--- src/rtl/adc_pkg.sv ---
// Shared types and default-rate constants for the serial ADC capture path.
package adc_pkg;

  typedef enum logic [1:0] {
    IDLE,
    SETUP,
    SHIFT,
    QUIET
  } adc_state_t;

  localparam int unsigned FRAME_BITS         = 16;
  localparam int unsigned ADC_SCLK_DIV       = 2;
  localparam int unsigned ADC_SAMPLE_DIV_20K = 2500;

endpackage

--- src/rtl/adc_spi_reader_sclk_gen.sv ---
// SCLK generator: square wave starting in the high phase, with edge strobes and bit count.
module adc_sclk_gen
  import adc_pkg::*;
#(
  parameter int unsigned CLK_DIV = ADC_SCLK_DIV
) (
  input  logic sys_clk,
  input  logic rst_n,
  input  logic run,
  output logic adc_sclk,
  output logic rise_stb,
  output logic fall_stb,
  output logic last_edge
);
  localparam int unsigned HW = (CLK_DIV > 1) ? $clog2(CLK_DIV) : 1;

  logic [HW-1:0] half_cnt;
  logic [4:0]    bit_cnt;
  logic          half_done;

  // The SETUP phase is simply the first high half-period, so the FSM's first
  // SHIFT cycle coincides with the first falling edge.
  always_comb begin
    half_done = run && (half_cnt == HW'(CLK_DIV - 1));
    rise_stb  = half_done && !adc_sclk;
    last_edge = half_done && adc_sclk && (bit_cnt == 5'(FRAME_BITS));
    fall_stb  = half_done && adc_sclk && !last_edge;
  end

  always_ff @(posedge sys_clk or negedge rst_n) begin
    if (!rst_n) begin
      half_cnt <= '0;
      bit_cnt  <= '0;
      adc_sclk <= 1'b1;
    end else if (!run || last_edge) begin
      half_cnt <= '0;
      bit_cnt  <= '0;
      adc_sclk <= 1'b1;
    end else begin
      half_cnt <= half_done ? '0 : half_cnt + 1'b1;
      if (half_done) adc_sclk <= ~adc_sclk;
      if (rise_stb)  bit_cnt  <= bit_cnt + 1'b1;
    end
  end

endmodule

--- src/rtl/adc_spi_reader.sv ---
// SPI master reading a 16-bit AD7476-class frame at a fixed rate; emits a
// parallel sample with a one-cycle valid strobe plus framing/overrun pulses.
module adc_spi_reader
  import adc_pkg::*;
#(
  parameter int unsigned CLK_DIV      = ADC_SCLK_DIV,
  parameter int unsigned SAMPLE_DIV   = ADC_SAMPLE_DIV_20K,
  parameter int unsigned QUIET_CYCLES = 4,
  parameter int unsigned LEAD_ZEROS   = 4,
  parameter int unsigned DATA_W       = 12,
  parameter bit          RATE_GUARD   = 1'b1
) (
  input  logic              sys_clk,
  input  logic              rst_n,
  input  logic              en,
  output logic              adc_cs_n,
  output logic              adc_sclk,
  input  logic              adc_sdata,
  output logic [DATA_W-1:0] sample,
  output logic              sample_valid,
  output logic              frame_err,
  output logic              overrun
);
  localparam int unsigned TW = (SAMPLE_DIV > 2) ? $clog2(SAMPLE_DIV) : 1;
  localparam int unsigned QW = $clog2(QUIET_CYCLES + 1);

  if (CLK_DIV < 2 || QUIET_CYCLES < 1 || LEAD_ZEROS + DATA_W != FRAME_BITS) begin : g_cfg_err
    $error("adc_spi_reader: invalid CLK_DIV/QUIET_CYCLES/frame layout");
  end
  if (RATE_GUARD && SAMPLE_DIV < 33 * CLK_DIV + QUIET_CYCLES + 2) begin : g_rate_err
    $error("adc_spi_reader: SAMPLE_DIV too small for one frame plus quiet time");
  end

  adc_state_t            state, state_nxt;
  logic [TW-1:0]         tick_cnt;
  logic [QW-1:0]         quiet_cnt;
  logic [FRAME_BITS-1:0] shreg;
  logic                  tick, run, cs_n_nxt;
  logic                  rise_stb, fall_stb, last_edge;

  assign tick = en && (tick_cnt == TW'(SAMPLE_DIV - 1));
  assign run  = (state == SETUP) || (state == SHIFT);

  adc_sclk_gen #(
    .CLK_DIV(CLK_DIV)
  ) u_sclk (
    .sys_clk  (sys_clk),
    .rst_n    (rst_n),
    .run      (run),
    .adc_sclk (adc_sclk),
    .rise_stb (rise_stb),
    .fall_stb (fall_stb),
    .last_edge(last_edge)
  );

  always_comb begin
    state_nxt = state;
    case (state)
      IDLE:    if (tick)      state_nxt = SETUP;
      SETUP:   if (fall_stb)  state_nxt = SHIFT;
      SHIFT:   if (last_edge) state_nxt = QUIET;
      QUIET:   if (quiet_cnt == QW'(QUIET_CYCLES - 1)) state_nxt = IDLE;
      default: state_nxt = IDLE;
    endcase
    cs_n_nxt = !((state_nxt == SETUP) || (state_nxt == SHIFT));
  end

  always_ff @(posedge sys_clk or negedge rst_n) begin
    if (!rst_n) begin
      state        <= IDLE;
      tick_cnt     <= '0;
      quiet_cnt    <= '0;
      shreg        <= '0;
      adc_cs_n     <= 1'b1;
      sample       <= '0;
      sample_valid <= 1'b0;
      frame_err    <= 1'b0;
      overrun      <= 1'b0;
    end else begin
      state     <= state_nxt;
      adc_cs_n  <= cs_n_nxt;
      tick_cnt  <= (!en || tick) ? '0 : tick_cnt + 1'b1;
      quiet_cnt <= (state == QUIET) ? quiet_cnt + 1'b1 : '0;
      if (rise_stb) shreg <= {shreg[FRAME_BITS-2:0], adc_sdata};
      // last_edge fires once per frame, after all 16 bits are in shreg.
      sample_valid <= last_edge;
      frame_err    <= last_edge && (shreg[FRAME_BITS-1 -: LEAD_ZEROS] != '0);
      overrun      <= tick && (state != IDLE);
      if (last_edge) sample <= shreg[DATA_W-1:0];
    end
  end

endmodule
--- config.mk ---
export PLATFORM = sky130hd
export DESIGN_NAME = adc_spi_reader
export DESIGN_NICKNAME = d
export VERILOG_FILES = /design/src/rtl/adc_pkg.sv /design/src/rtl/adc_spi_reader_sclk_gen.sv /design/src/rtl/adc_spi_reader.sv
export SDC_FILE = /design/constraint.sdc
export NUM_CORES = 1
export LEC_CHECK = 0
export BUFFER_PORTS_ARGS = -buffer_cell sky130_fd_sc_hd__clkbuf_2
export CAP_MARGIN = 20
export CORE_MARGIN = 2
export CORE_UTILIZATION = 63
export CTS_CLUSTER_SIZE = 30
export DETAILED_ROUTE_END_ITERATION = 10
export PLACE_DENSITY = 0.8
export SLEW_MARGIN = 30
export SYNTH_ARGS = -nofsm -noshare
export SYNTH_HDL_FRONTEND = slang
export SYNTH_HIERARCHICAL = 1
export SYNTH_SLANG_ARGS = --single-unit
--- constraint.sdc ---
create_clock -name sys_clk -period 3.5 [get_ports sys_clk]
set_input_delay 0.525 -clock sys_clk [delete_from_list [all_inputs] [get_ports sys_clk]]
set_output_delay 0.525 -clock sys_clk [all_outputs]
set_load 0.03 [all_outputs]
* Word-level counts from Yosys, hierarchy flattened *
Index checks and enable logic that the tools add are counted.
W data, S select, Z words.

cells by class
  bitwise logic cells = 1
  multiplexer cells = 13
  reduce and logical (&&, ||, !) cells = 22
  equal/unequal tests = 8
  add/subtract/negate cells = 4

operator list
  operator                 number
  $add A12 B1 Y12 const B  1
  $eq A12 B12 Y1 const B   1
  $mux W12                 1
  $mux W5                  2
  $logic_and A1 B1 Y1      8
  $mux W2                  4
  $pmux W2 S4              1
  $eq A2 B2 Y1 const B     3
  $reduce_bool A2 Y1       3
  $add A5 B1 Y5 const B    1
  $eq A5 B5 Y1 const B     1
  $logic_not A1 Y1         5
  $eq A2 B1 Y1 const B     2
  $logic_or A1 B1 Y1       4
  $mux W1                  4
  $reduce_bool A4 Y1       1
  $add A3 B1 Y3 const B    1
  $eq A3 B2 Y1 const B     1
  $mux W3                  1
  $logic_not A2 Y1         1
  $add A1 B1 Y1 const B    1
  $not A1 Y1               1

storage, ports and cells
  bits of input ports = 4
  output and inout bits = 17
  flip-flop bits (word level) = 56
  word-level logic and storage cells = 60

* Longest topological paths before layout *
Gate-level depths: netlist of the first run.

  depth in word-level cells = 12
  mapped depth = 8

* Modules after synthesis *
The synthesis of the first run kept the hierarchy.

by module, submodules not included
  module          area an instance (sq um)  instances  cells an instance  seq. area each (sq um)
  adc_spi_reader  2,142.1                   1          162                1,227.4
  adc_sclk_gen    411.6                     1          44                 176.4

* Least setup slack after synthesis of the first run *
OpenSTA, ideal clock, no wires.

  kind = register -> register
  start = reg state[0]
  end = reg shreg[0]
  period minus slack after synthesis = 2,099 ps
  arrival = 1,974 ps
  required time = 3,375 ps
  stages on the path, launching flop included = 8
  path slack = 1,401 ps
  cell sequence = dfrtp_1 > inv_1 > ha_1 > inv_1 > nor3_1 > clkbuf_1 > buf_2 > mux2_2

between the ends
  word-level cells in the longest chain between the ends = 4

RTL lines
  what                                          RTL line                       RTL
  start, declared                               adc_spi_reader.sv:34           adc_state_t state, state_nxt;
  start signal, assigned                        adc_spi_reader.sv:80           state <= state_nxt;
  $eq A2 B1 Y1 or $eq A2 B2 Y1 (tied branches)  adc_spi_reader.sv:42           assign run = (state == SETUP) || (state == SHIFT);
  $logic_or A1 B1 Y1 (*)                        adc_spi_reader.sv:42
  net run                                       adc_spi_reader.sv:38           logic tick, run, cs_n_nxt;
  $logic_and A1 B1 Y1 (*)                       adc_spi_reader_sclk_gen.sv:24  half_done = run && (half_cnt == HW'(CLK_DIV - 1));
  $logic_and A1 B1 Y1 (*)                       adc_spi_reader_sclk_gen.sv:25  rise_stb = half_done && !adc_sclk;
  net rise_stb                                  adc_spi_reader.sv:39           logic rise_stb, fall_stb, last_edge;
  end signal, assigned                          adc_spi_reader.sv:84           if (rise_stb) shreg <= {shreg[FRAME_BITS-2:0], adc_sdata};
  end, declared                                 adc_spi_reader.sv:37           logic [FRAME_BITS-1:0] shreg;

The timed path passes the listed nets; every way through them passes the cells marked *.
A chain may end at the register's enable or synchronous reset.

* Final worst setup path of the first run *
  start = reg state[1]
  end = reg adc_cs_n

between the ends
  word-level cells in the longest chain between the ends = 12

RTL lines
  what                                          RTL line                                                      RTL
  $eq A2 B1 Y1 or $eq A2 B2 Y1 (tied branches)  adc_spi_reader.sv:42
  $logic_or A1 B1 Y1 (*)                        adc_spi_reader.sv:42
  net run                                       adc_spi_reader.sv:38
  $logic_and A1 B1 Y1 (*)                       adc_spi_reader_sclk_gen.sv:24
  $logic_and A1 B1 Y1 (*)                       adc_spi_reader_sclk_gen.sv:26, adc_spi_reader_sclk_gen.sv:27
  $logic_and A1 B1 Y1                           adc_spi_reader_sclk_gen.sv:26                                 last_edge = half_done && adc_sclk && (bit_cnt == 5'(FRAME_BITS));
  $logic_not A1 Y1                              adc_spi_reader_sclk_gen.sv:27                                 fall_stb = half_done && adc_sclk && !last_edge;
  $logic_and A1 B1 Y1 (*)                       adc_spi_reader_sclk_gen.sv:27
  net fall_stb                                  adc_spi_reader.sv:39
  $mux W2 (*)                                   adc_spi_reader.sv:60                                          SETUP: if (fall_stb) state_nxt = SHIFT;
  $pmux W2 S4 (*)                               adc_spi_reader.sv:58                                          case (state)
  $eq A2 B1 Y1 or $eq A2 B2 Y1 (tied branches)  adc_spi_reader.sv:65                                          cs_n_nxt = !((state_nxt == SETUP) || (state_nxt == SHIFT));
  $logic_or A1 B1 Y1 (*)                        adc_spi_reader.sv:65
  $logic_not A1 Y1 (*)                          adc_spi_reader.sv:65
  net cs_n_nxt                                  adc_spi_reader.sv:38
  end signal, assigned                          adc_spi_reader.sv:81                                          adc_cs_n <= cs_n_nxt;
  end, declared                                 adc_spi_reader.sv:16                                          output logic adc_cs_n,

Marked as above.

==> results of run 1 <==
layout by cell type (no fill, tap or decap), types with 2 or more instances in the layout:
| cell type | netlist | final |
|---|---|---|
| dfrtp_1 | 54 | 54 |
| mux2_2 | 23 | 23 |
| clkbuf_2 | 0 | 20 |
| nor2_1 | 17 | 17 |
| xor2_1 | 9 | 9 |
| ha_1 | 9 | 9 |
| nand3_1 | 8 | 8 |
| inv_1 | 7 | 7 |
| nand2_1 | 7 | 7 |
| a21oi_1 | 6 | 6 |
| nand4_1 | 5 | 5 |
| nor2b_1 | 5 | 5 |
| mux2_1 | 5 | 5 |
| clkbuf_8 | 0 | 5 |
| and3_1 | 3 | 3 |
| nand2b_1 | 3 | 3 |
| and2_1 | 3 | 3 |
| xnor2_1 | 3 | 3 |
| buf_4 | 1 | 3 |
| nor4b_2 | 2 | 2 |
| and4_1 | 2 | 2 |
| a211oi_1 | 2 | 2 |
| mux2i_1 | 2 | 2 |
| dfstp_2 | 2 | 2 |
| nand3b_1 | 2 | 2 |
| a31oi_1 | 2 | 2 |
per-layer routing:
layer  global-route usage  share of wire  vias to the layer above  wire, µm
li1                     -              -                      765         -
met1               0.2580           0.45                      795      1872
met2               0.3603           0.49                       40      2053
met3              0.05833          0.040                        8       166
met4              0.08673          0.015                        0        64
met5                    0              0                        -         0
power by group:
part,switching [mW],internal [mW]
Sequential,0.00289,0.649
Clock,0.197,0.213
Combinational,0.0178,0.00577
stage by stage:
| stage | cell area (µm²) | hold WS, ns | total power, mW | utilization | worst slack (ns) |
|---|---|---|---|---|---|
| floorplan | 2554 | 0.2294 | 0.6714 | - | 1.401 |
| finish | 2794 | 0.2076 | 1.085 | 0.7087 | 1.381 |
| CTS | 2794 | 0.2217 | 1.094 | 0.7087 | 1.446 |
| global placement | 2686 | 0.4222 | 0.6878 | 0.6814 | 1.569 |
| global route | 2794 | 0.2424 | 1.130 | 0.7087 | 1.201 |
| detailed placement | 2686 | 0.4413 | 0.6895 | 0.6814 | 1.463 |
logic make-up after synthesis:
family,count (synthesis)
and+or+nand+nor,62
DFF,56
muxes,30
AOI/OAI and AO/OA,21
buffers and inverters,16
xor gates and xnor gates,12
adders and majority gates,9
registers in the layout, summed over array words and instances (netlist names), 2 cells and up:
signal / cells
u_sclk/bit_cnt: 5
sample: 12
state: 2
tick_cnt: 12
quiet_cnt: 3
shreg: 16
final cells by class:
| type | instances | area, µm² |
|---|---|---|
| clock buffers | 6 | 72.57 |
| clock inverters | 2 | 35.03 |
| well taps | 50 | 62.56 |
| inverters | 7 | 26.28 |
| flip-flops and latches | 56 | 1404 |
| fillers | 287 | 1149 |
| repair buffers | 23 | 122.6 |
| multi-input cells | 134 | 1071 |
path summary, 6_finish.rpt:
kind / to / from / cells after the start
hold reg to reg: quiet_cnt[0] / quiet_cnt[0] / 1
min in group sys_clk: quiet_cnt[0] / quiet_cnt[0] / 1
max in group asynchronous: shreg[0] / rst_n / 2
setup / recovery: adc_cs_n / state[1] / 8
hold / removal: u_sclk/bit_cnt[3] / rst_n / 1
setup reg to reg: adc_cs_n / state[1] / 8
==> results.md, run 1 <==
- I/O Buffers: 20
- Global-route wire length before repair: around 7.2 mm
- Final net count: between 200 and 250
- CTS H-tree lvls: 2
- Dpl cells: 270
- Final setup fails: 0
- Setup TNS: 0 ns
- R2R setup slack: between 1 and 1.5 ns
- Clk slew on worst S/H paths: ~0.09 ns
- Sequential share of the synthesized area: 0.5497
- Synth Area in Adders: 0.04410
- Antenna Cells: 0
- Final HPWL DP: 3.006 mm
- Clk sinks: 56
- Cts hold-fix bufs: 0
- Tcrit/Tclk final: 0.6055
- Crit path arrival time: between 2 and 2.5 ns
- Worst relative slew slack: 0.6009
- FF+latch count, synth: 56
- P per Cell Area: 388.3 nW/µm²
- Worst Tran Pin Value: approximately 0.60 ns
- Netlist cell types: between 40 and 50
- Die Y: 67.67 µm
- Top-area cell type share of the netlist area: 0.5292
- Fin cells: between 200 and 300
- Synth top cells by count: dfrtp_1 (54), mux2_2 (23), nor2_1 (17), ha_1 (9), xor2_1 (9)
- CP max FO: 6
- Critical path required time: between 3 and 4 ns
- Core area: a little under 4000 µm²
- Cts bufs inserted: 5
- Via count: between 1500 and 2000
- Core Rows: 23
- I/O pins: 21
- Initial antenna violation count: 0
- Critical Path Source Type: flip-flop
- Most frequent cell after synthesis: dfrtp_1
- Synth area leader: dfrtp_1
- Post-Syn Area: around 2600 µm²
- Unrepaired setup endpoints after global routing: false
- Leakage: 1.341 nW
- Tmin final: 2.119 ns
- RD Place Congestion: just over 0.8
- Drt wl/cell: about 15 µm
- Synth area leaders: dfrtp_1 (53%), mux2_2 (10%), ha_1 (4.4%), xor2_1 (3.1%), nor2_1 (2.5%)
- CTS tree: yes
- VDD IR-drop max: around 0.28 mV
- Skew final: 0.002931 ns
- Worst Setup End Kind: flip-flop
- Final Max Slew Viols: 0
- F_max: ~0.47 GHz
- Clock tree buffer depth: 2
- Area grow syn2layout: 9.407%
- Largest net degree at the start of global routing: 33
- Family with the most delay on the worst path: simple AND/OR/NAND/NOR gates
- Main combinational cell family by area after synthesis: simple AND/OR/NAND/NOR gates
- Post-synth ARST share: 1.000
- DR vias/cell: between 5 and 6
- Crit Path Category: flip-flop to flip-flop
- Max-Cap Viols: 0
- Cells along the critical path: inv_1 -> ha_1 -> nand3_1 -> nor2b_1 -> nand2b_1 -> nor3b_1 -> mux2i_1 -> a32o_1
- Synth Instances: 206
- Layout cells sized above 1: 0.2588
- Mux share of post-synthesis cell area: 0.1313
- Clk_lat worst skew: ~0.30 ns
- Critical path's largest stage delay: around 0.5 ns
- Die width: approximately 68 µm
- Final hold vios: 0
- Post-CTS Setup Bufs: 0
- Root Buffer Master: clkbuf_8
- Syn_nets: about 220
- Vias in the first global route: ~1600
- Starting density of the core: 0.6477
- DIE AREA: roughly 4600 µm²
- DRC: 0
- Status: completed
- Post-CTS Resized: 0
- Total gr overflow: 0
- Top FF cell, synth: dfrtp_1
- GRT Total Usage: 0.2135
- Post-synth EDFFs: 0
- Max stage delay cell, worst path: dfrtp_1
- HP Class: primary input to async pin
- XOR/XNOR Fraction of Synth Area: 0.04116
- 1st-pass router iterations: 4
- DRT Wirelength: between 4 and 5 mm
- Post-synthesis compound-gate area fraction: 0.06418
- Post-synthesis simple-gate area fraction: 0.1367
- Synth warn: 6
- CP bufs+invs: 1
- Mapped Avg Cell Area: ~12 µm²
- Initial DRC count: roughly 110
- Detail Route Antenna Nets: 0
Note: power is estimated with default switching activity, not from simulation.
==> inputs of run 2 (changes only) <==
--- a/config.mk
+++ b/config.mk
@@ -8,10 +8,10 @@
 export BUFFER_PORTS_ARGS = -buffer_cell sky130_fd_sc_hd__clkbuf_2
 export CAP_MARGIN = 20
 export CORE_MARGIN = 2
-export CORE_UTILIZATION = 63
+export CORE_UTILIZATION = 59
 export CTS_CLUSTER_SIZE = 30
 export DETAILED_ROUTE_END_ITERATION = 10
-export PLACE_DENSITY = 0.8
+export PLACE_DENSITY = 0.76
 export SLEW_MARGIN = 30
 export SYNTH_ARGS = -nofsm -noshare
 export SYNTH_HDL_FRONTEND = slang
==> constraint.sdc (replaced) <==
create_clock -name sys_clk -period 2.2 [get_ports sys_clk]
set_input_delay 0.33 -clock sys_clk [delete_from_list [all_inputs] [get_ports sys_clk]]
set_output_delay 0.33 -clock sys_clk [all_outputs]
set_load 0.03 [all_outputs]
==> results.md, run 2 (synthesized netlist as in run 1, its figures left out) <==
- Max stage delay cell, worst path: dfrtp_1
- Layout cells sized above 1: 0.2845 (+0.02571)
- CP startpoint: state[0]
- Core area: 4086 µm² (+3.6%)
- R2R cell count: 8 (unchanged)
- Clk_lat worst skew: 0.30 ns (about the same)
- Vias in the first global route: 1716 (+8.1%)
- Reported net switching power: 0.3412 mW (+57%)
- DR vias/cell: 5.759 (-0.44%)
- Largest regs: shreg: 16 flops, sample: 12 flops, tick_cnt: 12 flops
- Largest net degree at the start of global routing: 24 (-27%)
- Tmin final: 1.998 ns (-0.1212 ns)
- Root Buffer Master: clkbuf_8
- Most frequent cells in the layout: dfrtp_1 (54), mux2_2 (23), clkbuf_2 (20)
- Hold Path Depth: 2
- Hold Path Origin: adc_sdata
- Setup TNS: 0 ns (unchanged)
- Worst r2r src: state[0]
- P per Cell Area: 578.7 nW/µm² (+49%)
- CP max FO: 6 (unchanged)
- R2R setup slack: 0.20 ns (-1.18 ns)
- Largest register FFs: 16 (unchanged)
- Commonest non-fill, non-tap cell in the layout: dfrtp_1
- P_int: 1.296 mW (+49%)
- Hold Path Sink: shreg[0]
- Status: completed
- Clock tree buffer depth: 2 (unchanged)
- RD Place Congestion: 0.9178 (+11%)
- DIE AREA: 4871 µm² (+6.4%)
- Detail Route Antenna Nets: 0 (unchanged)
- Area grow syn2layout: 10.78%
- Final Max Slew Viols: 0 (unchanged)
- Family with the most delay on the worst path: simple AND/OR/NAND/NOR gates
- R2r endpoint: adc_cs_n
- Starting density of the core: 0.6249 (-0.02281)
- DRT Wirelength: 4.392 mm (+5.7%)
- DRC: 0 (unchanged)
- Core Rows: 23 (unchanged)
- HP Class: primary input to flip-flop
- Final hold vios: 0 (unchanged)
- Final net count: 244 (+1.7%)
- Worst Setup End Kind: flip-flop
- Tcrit/Tclk final: 0.9081 (+0.3027)
- Leakage: 1.360 nW (+1.4%)
- Initial DRC count: 106 (-7.0%)
- Worst Tran Pin Value: 0.4850 ns (-0.1137 ns)
- Final hold slack: 0.2643 ns (+0.05671 ns)
- CTS H-tree lvls: 2 (unchanged)
- Cells along the critical path: inv_1 -> ha_4 -> nand3_1 -> nor2b_2 -> nand2b_1 -> nor3b_1 -> mux2i_1 -> a32o_1
- 1st-pass router iterations: 4 (unchanged)
- Final-layout fill cell count: 311 (+8.4%)
- Worst relative slew slack: 0.6767 (+0.07582)
- I/O pins: 21 (unchanged)
- Global-route wire length before repair: 7.935 mm (+10%)
- Drt wl/cell: 15.57 µm (+4.2%)
- Final HPWL DP: 3.233 mm (+7.5%)
- Clk network pwr share: 0.342 (-0.035)
- Unrepaired setup endpoints after global routing: false
- Critical Path Source Type: flip-flop
- Skew final: 0.004121 ns (+0.001190 ns)
- Antenna Cells: 0 (unchanged)
- VDD IR-drop max: 0.3893 mV (+37%)
- Clk sinks: 56 (unchanged)
- Critical path's largest stage delay: 0.45 ns (-0.04 ns)
- F_max: 0.5005 GHz (+6.1%)
- Sw Share: 0.2084 (+0.008045)
- GRT Total Usage: 0.2068 (-0.006765)
- Sequential power share: 0.634 (+0.033)
- Crit Path Category: flip-flop to flip-flop
- Crit path arrival time: 2.24 ns (-0.12 ns)
- Final setup fails: 0 (unchanged)
- Largest reg by FF count: shreg
- I/O Buffers: 20 (unchanged)
- Via count: 1624 (+1.0%)
- Die Y: 69.79 µm (+3.1%)
- CTS tree: yes
- CP bufs+invs: 1 (unchanged)
- Logic pwr share: 0.024 (+0.002)
- Total gr overflow: 0 (unchanged)
- Cts bufs inserted: 5 (unchanged)
- Max-Cap Viols: 0 (unchanged)
- Initial antenna violation count: 0 (unchanged)
- Clk slew on worst S/H paths: 0.09 ns (about the same)
- Die width: 69.79 µm (+3.1%)
- Critical path required time: 2.44 ns (-1.30 ns)
run 2: cell count changes in the layout (fill, tap and decap cells not counted), sizes merged:
cell         change
dlygate4sd3      +1
clkinv           +1
buf              +3
bufinv           -1
run 2: worst reg2reg max path: stages (launching register included):
cell      delay, ns
dfrtp_1        0.45
inv_1          0.18
ha_4           0.33
nand3_1        0.12
nor2b_2        0.17
nand2b_1       0.16
nor3b_1        0.19
mux2i_1        0.10
a32o_1         0.22
run 2: final cells by class:
| class | count | area (µm²) | area share |
|---|---|---|---|
| Sequential cell | 56 | 1404 | 0.4962 |
| Inverter | 7 | 26.28 | 0.009288 |
| Clock buffer | 6 | 82.58 | 0.02919 |
| Multi-Input combinational cell | 134 | 1089 | 0.3848 |
| Tap cell | 50 | 62.56 | 0.02211 |
| Timing Repair Buffer | 27 | 155.1 | 0.05484 |
| Clock inverter | 2 | 10.01 | 0.003538 |
run 2: metal layers:
layer	vias to the layer above	share of wire	wire length, µm	GRT usage
li1	767	-	-	-
met4	0	0.025	108	0.09829
met5	-	0	0	0
met1	816	0.45	1955	0.2683
met3	9	0.033	144	0.05087
met2	32	0.50	2185	0.3270
run 2: worst max path at each step:
stage                 to  slack [ns]  cells after the start
3_3_place_gp   sample[0]        0.24                      6
3_5_place_dp   sample[0]        0.17                      6
5_1_grt         adc_cs_n        0.06                      8
4_1_cts        sample[9]        0.15                      6
6_report        adc_cs_n        0.20                      8
2_1_floorplan   shreg[0]        0.10                      7
run 2: through the flow:
step	area, µm²	setup slack (ns)	power [mW]	util	std cells
2_1_floorplan	2554	0.1013	1.068	-	206
3_3_place_gp	2709	0.2429	1.095	0.6629	273
3_5_place_dp	2709	0.1677	1.098	0.6629	273
4_1_cts	2811	0.1483	1.655	0.6880	282
5_1_grt	2829	0.06179	1.719	0.6923	282
6_report	2829	0.2021	1.637	0.6923	282
run 2: repair_timing:
item,CTS,global route
resized for setup,0,3
setup endpoints to repair,0,7
setup buffers,0,0
endpoints found under the hold margin,18,0
hold buffers,1,0
run 2: power by group through the flow:
stage	sequential, mW	clock (mW)	combinational [mW]
floorplan	1.06	0	0.0114
global placement	1.06	0	0.0380
detailed placement	1.06	0	0.0404
CTS	1.04	0.576	0.0417
global route	1.04	0.633	0.0476
finish	1.04	0.560	0.0400
